`src/rtl/itcm_arbiter.sv`:
```
// itcm_arbiter: shares the single-port instruction TCM between the fetch
// stage (read-only, fixed priority) and the loader/debug port (read/write).
// A starvation counter forces a loader grant after MAX_STALL consecutive
// losses. Read data is routed back to whichever requester issued the read.
module itcm_arbiter #(
    parameter int DATA_WIDTH = 32,
    parameter int ADDR_WIDTH = 10,
    parameter int MAX_STALL  = 4
) (
    input  logic                  clk,
    input  logic                  rst_n,
    input  logic                  if_req_valid,
    output logic                  if_req_ready,
    input  logic [31:0]           if_req_addr,
    output logic                  if_rsp_valid,
    output logic [DATA_WIDTH-1:0] if_rsp_data,
    input  logic                  ld_req_valid,
    output logic                  ld_req_ready,
    input  logic                  ld_req_we,
    input  logic [31:0]           ld_req_addr,
    input  logic [DATA_WIDTH-1:0] ld_req_wdata,
    output logic                  ld_rsp_valid,
    output logic [DATA_WIDTH-1:0] ld_rsp_data,
    output logic                  tcm_we,
    output logic [ADDR_WIDTH-1:0] tcm_addr,
    output logic [DATA_WIDTH-1:0] tcm_wdata,
    input  logic [DATA_WIDTH-1:0] tcm_rdata
);

    localparam int SW = $clog2(MAX_STALL + 1);
    localparam logic [SW-1:0] MAX_CNT = SW'(MAX_STALL);

    localparam logic [1:0] OWN_NONE = 2'd0;
    localparam logic [1:0] OWN_IF   = 2'd1;
    localparam logic [1:0] OWN_LD   = 2'd2;

    logic [SW-1:0]         stall_cnt_q, stall_cnt_d;
    logic [1:0]            owner_q, owner_d;
    logic [DATA_WIDTH-1:0] if_data_q, if_data_d;
    logic [DATA_WIDTH-1:0] ld_data_q, ld_data_d;
    logic                  grant_if, grant_ld;
    logic [ADDR_WIDTH-1:0] if_word, ld_word;

    // Byte address to word address; low bits and high bits alias away.
    assign if_word = if_req_addr[ADDR_WIDTH+1:2];
    assign ld_word = ld_req_addr[ADDR_WIDTH+1:2];

    logic unused_addr_bits;
    assign unused_addr_bits = ^{if_req_addr[31:ADDR_WIDTH+2], if_req_addr[1:0],
                                ld_req_addr[31:ADDR_WIDTH+2], ld_req_addr[1:0]};

    // Fixed fetch priority, except when the loader has lost MAX_STALL times in a row.
    always_comb begin
        grant_if = 1'b0;
        grant_ld = 1'b0;
        if (if_req_valid && ld_req_valid) begin
            if (stall_cnt_q == MAX_CNT) grant_ld = 1'b1;
            else                        grant_if = 1'b1;
        end else if (if_req_valid) begin
            grant_if = 1'b1;
        end else if (ld_req_valid) begin
            grant_ld = 1'b1;
        end
    end

    // Drive the TCM port and the ready handshakes from the granted request.
    always_comb begin
        tcm_we    = 1'b0;
        tcm_addr  = '0;
        tcm_wdata = '0;
        if (grant_if) begin
            tcm_addr = if_word;
        end else if (grant_ld) begin
            tcm_addr = ld_word;
            if (ld_req_we) begin
                tcm_we    = rst_n;
                tcm_wdata = ld_req_wdata;
            end
        end
        if_req_ready = grant_if && rst_n;
        ld_req_ready = grant_ld && rst_n;
    end

    // Starvation counter, read-owner tag and response data routing.
    always_comb begin
        stall_cnt_d = stall_cnt_q;
        if (!ld_req_valid || grant_ld) stall_cnt_d = '0;
        else if (grant_if)             stall_cnt_d = stall_cnt_q + SW'(1);

        owner_d = OWN_NONE;
        if (if_req_ready)                   owner_d = OWN_IF;
        else if (ld_req_ready && !ld_req_we) owner_d = OWN_LD;

        // Responses are suppressed while reset is held so a read accepted
        // just before reset never surfaces.
        if_rsp_valid = rst_n && (owner_q == OWN_IF);
        ld_rsp_valid = rst_n && (owner_q == OWN_LD);
        if_rsp_data  = if_rsp_valid ? tcm_rdata : if_data_q;
        ld_rsp_data  = ld_rsp_valid ? tcm_rdata : ld_data_q;
        if_data_d    = if_rsp_data;
        ld_data_d    = ld_rsp_data;
    end

    // State registers with synchronous active-low reset.
    always_ff @(posedge clk) begin
        if (!rst_n) begin
            stall_cnt_q <= '0;
            owner_q     <= OWN_NONE;
            if_data_q   <= '0;
            ld_data_q   <= '0;
        end else begin
            stall_cnt_q <= stall_cnt_d;
            owner_q     <= owner_d;
            if_data_q   <= if_data_d;
            ld_data_q   <= ld_data_d;
        end
    end

endmodule

```
`config.mk`:
```
export PLATFORM = sky130hd
export DESIGN_NAME = itcm_arbiter
export DESIGN_NICKNAME = d
export VERILOG_FILES = /design/src/rtl/itcm_arbiter.sv
export SDC_FILE = /design/constraint.sdc
export NUM_CORES = 1
export LEC_CHECK = 0
export CORE_MARGIN = 1
export CORE_UTILIZATION = 38
export CTS_CLUSTER_DIAMETER = 100
export DETAILED_ROUTE_END_ITERATION = 10
export GPL_TIMING_DRIVEN = 1
export PLACE_DENSITY = 0.78
export SLEW_MARGIN = 40
export SYNTH_ARGS = -nofsm -noshare
export SYNTH_HDL_FRONTEND = slang
export SYNTH_SLANG_ARGS = --single-unit
```
`constraint.sdc`:
```
create_clock -name clk -period 2.31 [get_ports clk]
set_clock_uncertainty 0.2 [all_clocks]
set_input_delay 0.693 -clock clk [delete_from_list [all_inputs] [get_ports clk]]
set_output_delay 0.693 -clock clk [all_outputs]
set_load 0.005 [all_outputs]
```
After elaboration in Yosys (flattened, before gate mapping):

Cells that the tools add are included.

* reductions and logical operators: 11
* bitwise gates (word level): 1
* mux-type cells: 19
* add/sub/neg operators: 1
* equality and inequality tests: 3

Operators with widths (count)
* $mux W32: 5
* $mux W10: 2
* $mux W1: 11
* $logic_and A1 B1 Y1: 6
* $reduce_or A2 Y1: 2
* $add A3 B1 Y3 const B: 1
* $eq A3 B3 Y1 const B: 1
* $eq A2 B1 Y1 const B: 1
* $eq A2 B2 Y1 const B: 1
* $logic_not A1 Y1: 2
* $mux W2: 1
* $logic_or A1 B1 Y1: 1
* $not A1 Y1: 1

* register bits: 69
* bits of input ports: 133
* output and inout port bits: 111
* word-level logic and storage cells: 40

Longest topological paths before layout:

Gate-level depths: netlist of run 1.

* word-level depth: 7
* mapped depth: 6
* mapped depth without buffers: 5

Least setup slack after synthesis of run 1:

Ideal clock, no wire load.

* path type: input-to-output
* from: input port if_req_valid
* to: output port tcm_addr[1]
* arrival time: 1.442 ns
* buffers on the path: 1
* path slack: -0.025 ns
* stages: 4
* path through: a21boi_1 -> nor2b_1 -> buf_2 -> a22o_1

* cells in the longest elaborated chain, start to end: 4
* elaborated cells between the ends (all ways): 7
* those cells by class: 6 x mux; 1 x reduce/logical

Ends and longest elaborated chain
* from (decl): RTL line 12 `input logic if_req_valid,`
* $mux W1 / $logic_and A1 B1 Y1 (equally long branches): RTL line 59, 56
* $mux W1: RTL line 56 `if (if_req_valid && ld_req_valid) begin`
* $mux W10: RTL line 73 `end else if (grant_ld) begin`
* $mux W10 (*): RTL line 71 `if (grant_if) begin`
* to (decl): RTL line 25 `output logic [ADDR_WIDTH-1:0] tcm_addr,`

Every way passes the cells marked *; elsewhere a longest branch is shown, timed or not.

Worst setup path in the final report of run 1:

* from: register stall_cnt_q[1]
* to: output port tcm_wdata[18]

* cells in the longest elaborated chain, start to end: 5
* elaborated cells between the ends (all ways): 7
* those cells by class: 1 x eq/ne; 6 x mux

Ends and longest elaborated chain
* from (decl): RTL line 37 `logic [SW-1:0] stall_cnt_q, stall_cnt_d;`
* from (signal assigned): RTL line 112 `stall_cnt_q <= stall_cnt_d;`
* $eq A3 B3 Y1 (*): RTL line 57 `if (stall_cnt_q == MAX_CNT) grant_ld = 1'b1;`
* $mux W1: RTL line 57
* $mux W1: RTL line 56
* $mux W32: RTL line 73
* $mux W32 (*): RTL line 71
* to (decl): RTL line 26 `output logic [DATA_WIDTH-1:0] tcm_wdata,`

Marks and branches as above.

==> results.txt, run 1 <==
----------------------------------------------------
[Flow run]
  Max-cap violations ... 0

[Yosys]
  Proportion of netlist area held by the largest area contributor ... a little over a third
  Top area cells in the synthesized netlist ... dfxtp_1, mux2_4, nand2_1, a21boi_0, and2_1
  Average size of a mapped cell ... around 9.2 um2
  Mapped cell area ... about 0.004 mm2
  Synth area leader ... dfxtp_1
  Count of distinct cell types in the synthesized netlist ... 26
  Number of nets produced by synthesis ... 564
  Seq/Total Area, Yosys ... between 30% and 40%
  Count of flip-flops with a built-in enable after synthesis ... 0
  Gate count after technology mapping ... between 400 and 500
  Share of async-settable or async-resettable flops after synthesis ... 0%
  Most instantiated library cell after synthesis ... nand2_1
  Synth cell count leaders ... nand2_1, dfxtp_1, a21boi_0
  Most used DFF post-synth ... dfxtp_1
  Synthesis-stage register bit count ... a little under 70
  Count of warnings emitted by yosys ... 0

[Floorplan]
  Die Width ... about 100 um
  Total Die Area ... about 0.011 mm2
  Core Area ... about 0.01 mm2
  Standard-cell rows ... 36
  Count of boundary I/O pins ... ~240
  Die height ... between 100 and 150 um
  Starting density of the core ... between 30% and 40%

[Worst setup path]
  Crit path DAT ... between 1.5 and 2 ns
  Critical Path RT ... 1.42 ns
  Setup crit start kind ... register
  Worst reg-to-reg setup slack ... roughly 0.63 ns
  Critical Path Fanout Max ... 4
  CP Capture Type ... output pin
  Kind of critical path ... reg2out

[Clock network]
  Buffer depth of the longest clock path ... 2
  Clock latency at the later pin of the worst-skew pair ... 0.32 ns
  Number of CTS-inserted buffers ... 9
  H-tree lvl count ... 3
  Number of buffers added to fix hold violations after cts ... 0
  Clock transition at the register clock pins on the worst setup and hold paths after CTS ... approximately 0.08 ns
  Clock tree from TritonCTS ... yes
  Clock net sink count ... 69
  Library cell used as clock root buffer ... clkbuf_8

[Cells and area]
  Fraction of layout cells with a size suffix above 1 ... between 40% and 50%
  Post-layout instance area ... ~0.0075 mm2
  Synthesis-to-finish area growth ... 89.3%
  Antenna diode instance count ... 0
  Net count reported at finish ... 859

[Timing]
  Peak clock frequency supported by timing ... roughly 360 MHz
  Total negative setup slack ... -29.05 ns
  Final hold viol count ... 0
  Final period util ... 119%
  Unrepaired setup endpoints after global routing ... yes
  Relative max-transition margin ... 67.1%
  Slack of the critical path ... -0.433 ns
  # setup viols final ... about 110
  Final period demand of the worst path ... ~2.7 ns
  Final slew viol count ... 0
  Worst Tran Pin Value ... between 0.4 and 0.5 ns
  Hold Slack ... 0.265 ns

[Pwr]
  Cell internal power dissipation ... 2.48 mW
  Worst ir drop on vdd ... 0.339 mV
  Part of the total power dissipated in combinational logic ... between 20% and 30%
  Net switching share of the total power ... 23.7%
  Clock network fraction of total power ... 37.2%
  Overall power ... between 3 and 4 mW
  Pwr dens ... roughly 440 mW/mm2
  Switching power total ... just under 0.8 mW
  Fraction of power consumed by sequential logic ... 38.4%
  Leakage power ... about 3.5 nW

[GRT]
  Congestion Overflow GR ... 0
  Global-route wire length before repair ... 21.9 mm
  Global-route usage over all layers ... between 20% and 30%
  Maximum number of pins on one net before global-route repair ... 37
  Antenna violations before repair ... 0
  Number of global-route vias before repair ... about 4.4k

[Placed design]
  Quantity of I/O buffers inserted on ports ... a little under 200
  Area after DPL ... between 0.006 and 0.007 mm2
  Half-perimeter wire length after placement ... around 9.6 mm
  Weighted congestion at the end of routability-driven global placement ... roughly 0.81
  Worst slack at placement ... -1.01 ns

[Drt]
  Number of vias per cell ... 4.95
  Remaining design rule violation count ... 0
  Met2 wire length ... ~8.2 mm
  Routed wire length per instance ... about 17 um
  Total wire length ... about 15 mm
  Top layer in use ... met4
  Routed wl met3 ... between 700 and 800 um
  Detailed Route Iter0 Violations ... 162
  Number of routed nets with antenna violations ... 0
  Detailed-route wire length on metal 1 ... between 5 and 6 mm
  Count of TritonRoute iterations in the first routing pass ... 4
  Via count ... around 4.3k

[Run status]
  Result of the run ... complete, but fails checks
  Failing checks ... setup timing

[Hold path]
  Worst hold path class ... reg2reg

----------------------------------------------------
power groups by stage:
stage | sequential, mW | combinational (mW) | clock [mW]
after detailed placement | 1.28 | 0.685 | 0
after global routing | 1.25 | 0.841 | 1.28
after CTS | 1.25 | 0.742 | 1.23
after global placement | 1.27 | 0.673 | 0
after floorplan | 1.27 | 0.247 | 0
final | 1.25 | 0.795 | 1.21
logic make-up after synthesis:
group	synth area share, %
AND/OR/NAND/NOR	20.3
AO/OA/AOI/OAI	14.8
flip-flops	35.0
multiplexers	24.0
buffers and inverters	5.20
adder cells (fa/ha/maj)	0.634
metrics by stage:
| step | util [%] | cells |
|---|---|---|
| CTS | 72.2 | 842 |
| floorplan | - | 429 |
| detailed placement | 64.5 | 780 |
| finish | 75.3 | 862 |
| global route | 75.3 | 862 |
| global placement | 64.5 | 780 |
worst max-delay path, cell delays in order, from the launching register on:
cell and delay (ns):
dfxtp_2 0.34, inv_2 0.04, ha_4 0.17, a21boi_4 0.24, nor2_4 0.09, buf_6 0.14, buf_6 0.12, buf_6 0.11
and2_4 0.15, buf_6 0.11
metal layers:
metal | vias to the layer above | track usage, %
met5 | - | 0
met4 | 0 | 12.9
met3 | 32 | 6.33
met2 | 167 | 49.5
met1 | 2046 | 25.4
li1 | 2018 | -
worst paths after layout:
check | from | to | cells past startpoint
worst max-delay path | stall_cnt_q[1] | tcm_wdata[18] | 9
worst min-delay path | ld_data_q[7] | ld_data_q[7] | 2
worst max register to register | owner_q[1] | if_data_q[20] | 5
worst min register to register | ld_data_q[7] | ld_data_q[7] | 2
cell type report:
class / count / area, um2
timing repair buffer: 317 / 3110
tap: 133 / 166
inverter: 5 / 18.8
fill: 676 / 2440
sequential: 69 / 1390
multi-input combinational: 322 / 2530
clock inverter: 5 / 108
clock buffer: 11 / 141
what timing repair did:
action                                 in CTS  in global routing
setup buffers                              43                 24
endpoints found under the hold margin       0                  0
pin swaps                                  35                 14
setup endpoints to repair                 111                111
resized for setup                         509                120
gates cloned                                3                  1
sequential cells by signal, summed over array words and instances, names as in the netlist:
signal       flops
owner_q          2
ld_data_q       32
if_data_q       32
stall_cnt_q      3
cells in the final DEF (no fill, tap or decap), drive strengths merged:
cell           count
nand2            132
nor2b              3
dfxtp             69
bufinv             3
ha                 2
and4               1
inv                5
a22o              10
nor2               3
clkinv             2
nand2b             2
and3               1
dlygate4sd2       12
and3b              1
nor3b              1
and2              34
mux2              64
nor3               1
a21boi            65
buf              205
clkdlybuf4s15      1
a31oi              1
clkbuf            37
clkdlybuf4s50     73
mux2i              1
(Power assumes the default switching activity.)
==> inputs of run 2 (changes only) <==
--- a/config.mk
+++ b/config.mk
@@ -5,12 +5,14 @@
 export SDC_FILE = /design/constraint.sdc
 export NUM_CORES = 1
 export LEC_CHECK = 0
-export CORE_MARGIN = 1
-export CORE_UTILIZATION = 38
+export CORE_AREA = 2 2 95 97
 export CTS_CLUSTER_DIAMETER = 100
 export DETAILED_ROUTE_END_ITERATION = 10
+export DIE_AREA = 0 0 97 99
+export DONT_BUFFER_PORTS = 1
 export GPL_TIMING_DRIVEN = 1
-export PLACE_DENSITY = 0.78
+export HOLD_SLACK_MARGIN = 0.15
+export PLACE_DENSITY = 0.57
 export SLEW_MARGIN = 40
 export SYNTH_ARGS = -nofsm -noshare
 export SYNTH_HDL_FRONTEND = slang
==> run 2 against run 1 <==
Compared with the run above: the flow still finishes with violations (setup timing); global-route usage down 6.1 points; register-to-register slack better by 0.10 ns; wire length down 35%; fmax up 14%; flip-flop and latch count unchanged; clock power down 20%; sequential share of layout area up 13 points; critical path type unchanged; largest cell class is now multi-input gates; highest routed layer unchanged.
==> results.txt, run 2 (same netlist as run 1, synthesis figures left out) <==
----------------------------------------------------
[Placed design]
  Count of placed standard cells including taps ... 519
  Area after DPL ... 0.00408 mm2
  Worst slack at placement ... -0.00757 ns
  Weighted congestion at the end of routability-driven global placement ... 0.781
  Quantity of I/O buffers inserted on ports ... 0
  Half-perimeter wire length after placement ... 6.49 mm

[Floorplan]
  Core Area ... approximately 0.0086 mm2
  Starting density of the core ... 46.1%
  Total Die Area ... around 0.0096 mm2
  Die height ... approximately 100 um
  Standard-cell rows ... 34
  Die Width ... ~97 um
  Count of boundary I/O pins ... 244

[Flow run]
  Max-cap violations ... 0

[Clock network]
  Clock transition at the register clock pins on the worst setup and hold paths after CTS ... approximately 0.07 ns
  Clock net sink count ... 69
  Number of buffers added to fix hold violations after cts ... 0
  H-tree lvl count ... 3
  Clock tree from TritonCTS ... yes
  Number of CTS-inserted buffers ... 9
  Library cell used as clock root buffer ... clkbuf_8
  Buffer depth of the longest clock path ... 2
  Clock latency at the later pin of the worst-skew pair ... 0.33 ns

[Hold path]
  Worst hold path class ... reg2reg
  Hold Path Depth ... 2

[Cells and area]
  Count of fill cells added during filler insertion ... 809
  Area used by multi-input combinational logic ... between 0.002 and 0.0025 mm2
  Top Registers ... if_data_q: 32 flops, ld_data_q: 32 flops, stall_cnt_q: 3 flops
  Synthesis-to-finish area growth ... 12.8%
  Net count reported at finish ... ~560
  Most common cell after layout, fill and taps aside ... nand2_1
  Final standard cell utilization of the core ... a little over half
  Seq. cell area ... 0.00139 mm2
  Post-layout instance area ... about 0.0044 mm2
  Fraction of layout cells with a size suffix above 1 ... between 20% and 30%
  Most used cells in the layout excluding fill and tap cells ... nand2_1, dfxtp_1, a21boi_0
  Non-filler cells in the finished layout ... 542

[Timing]
  Final slew viol count ... 0
  Final period util ... 104%
  Worst Tran Pin Value ... 0.532 ns
  Unrepaired setup endpoints after global routing ... yes
  Final period demand of the worst path ... roughly 2.4 ns
  Peak clock frequency supported by timing ... just over 400 MHz
  Final hold viol count ... 0
  # setup viols final ... 106
  Relative max-transition margin ... 64.6%
  Slack of the critical path ... -0.0972 ns

[Drt]
  Top layer in use ... met4
  Via count ... 2942
  Routed wl met3 ... 820 um
  Detailed-route wire length on metal 1 ... ~4.0 mm
  Met2 wire length ... around 4.8 mm
  Total wire length ... 9.71 mm
  Detailed Route Iter0 Violations ... 77
  Remaining design rule violation count ... 0
  Count of TritonRoute iterations in the first routing pass ... 4
  Routed wire length per instance ... around 18 um
  Number of routed nets with antenna violations ... 0
  Number of vias per cell ... 5.43

[Worst setup path]
  Startpoint of the most critical register-to-register path ... owner_q[1]
  Stage delay of the slowest cell on the critical path ... roughly 0.34 ns
  Critical path launch point ... stall_cnt_q[0]
  FF-to-FF End ... if_data_q[16]
  Critical path endpoint ... tcm_wdata[30]
  Critical Path Fanout Max ... 16
  CP Capture Type ... output pin
  Highest-delay cell along the critical path ... dfxtp_2
  Top cell family by delay on the critical path ... flip-flops
  Cells on worst reg2reg path ... 4
  Crit path DAT ... approximately 1.5 ns
  Kind of critical path ... reg2out
  Chain of cells forming the critical path ... inv_2, ha_4, a21boi_4, buf_12, nor2_4, buf_6, and2_1
  Levels on crit path ... 7
  Setup crit start kind ... register
  Worst reg-to-reg setup slack ... ~0.73 ns
  WP buf/inv ... 3
  Critical Path RT ... roughly 1.4 ns

[Run status]
  Result of the run ... complete, but fails checks
  Failing checks ... setup timing

[GRT]
  Congestion Overflow GR ... 0
  Number of global-route vias before repair ... between 2k and 3k
  Antenna violations before repair ... 1
  Maximum number of pins on one net before global-route repair ... 73
  Global-route usage over all layers ... around a fifth
  Global-route wire length before repair ... approximately 15 mm

[Pwr]
  Pwr dens ... ~570 mW/mm2
  Part of the total power dissipated in combinational logic ... about 12%
  Fraction of power consumed by sequential logic ... approximately 50%
  Clock network fraction of total power ... about two fifths
  Leakage power ... 1.90 nW
  Overall power ... around 2.5 mW
  Switching power total ... roughly 0.60 mW
  Cell internal power dissipation ... approximately 1.9 mW
  Worst ir drop on vdd ... between 0.2 and 0.25 mV
  Net switching share of the total power ... between 20% and 30%

----------------------------------------------------
## run 2: metrics by stage
stage | hold slack, ns | setup TNS, ns
finish | 0.264 | -5.64
global route | 0.272 | -13.86
detailed placement | 0.257 | -0.00757
CTS | 0.267 | -8.07
global placement | 0.242 | 0
floorplan | 0.226 | -0.0273
## run 2: what timing repair did
action                     CTS  global route
hold endpoints to repair     0             0
cloned                       2             0
setup buffers                2             3
resized for setup           34             3
pin swaps                   14             2
setup endpoints to repair  106           106
## run 2: cell type report
| type | instances | area share [%] |
|---|---|---|
| Clock buffer | 12 | 3.26 |
| Timing Repair Buffer | 20 | 5.57 |
| Clock inverter | 4 | 1.07 |
| Tap cell | 108 | 3.04 |
| Inverter | 5 | 0.422 |
| Antenna cell | 1 | 0.0563 |
| Multi-Input combinational cell | 323 | 55.3 |
| Sequential cell | 69 | 31.3 |
## run 2: layer usage
metal	vias to the layer above	GRT usage, %
met1	1399	23.8
met4	0	5.20
met5	-	0
met2	119	32.8
met3	4	7.52
li1	1420	-
## run 2: worst min path at each step
stage	to	start	slack, ns
after floorplan	stall_cnt_q[0]	stall_cnt_q[0]	0.23
after global placement	stall_cnt_q[0]	stall_cnt_q[0]	0.24
after detailed placement	if_data_q[31]	if_data_q[31]	0.26
after CTS	if_data_q[1]	if_data_q[1]	0.27
after global routing	if_data_q[4]	rst_n	0.27
final	if_data_q[8]	if_data_q[8]	0.26
## run 2: worst min-delay path: stages, from the launching register on
cell      delay (ns)
dfxtp_1         0.31
nand2_1         0.05
a21boi_0        0.06
## run 2: power groups by stage
stage	Combinational (mW)	Clock [mW]	Sequential, mW
3_5_place_dp	0.283	0	1.28
4_1_cts	0.305	1.00	1.25
5_1_grt	0.331	1.06	1.25
2_1_floorplan	0.247	0	1.27
3_3_place_gp	0.280	0	1.27
6_report	0.304	0.966	1.25
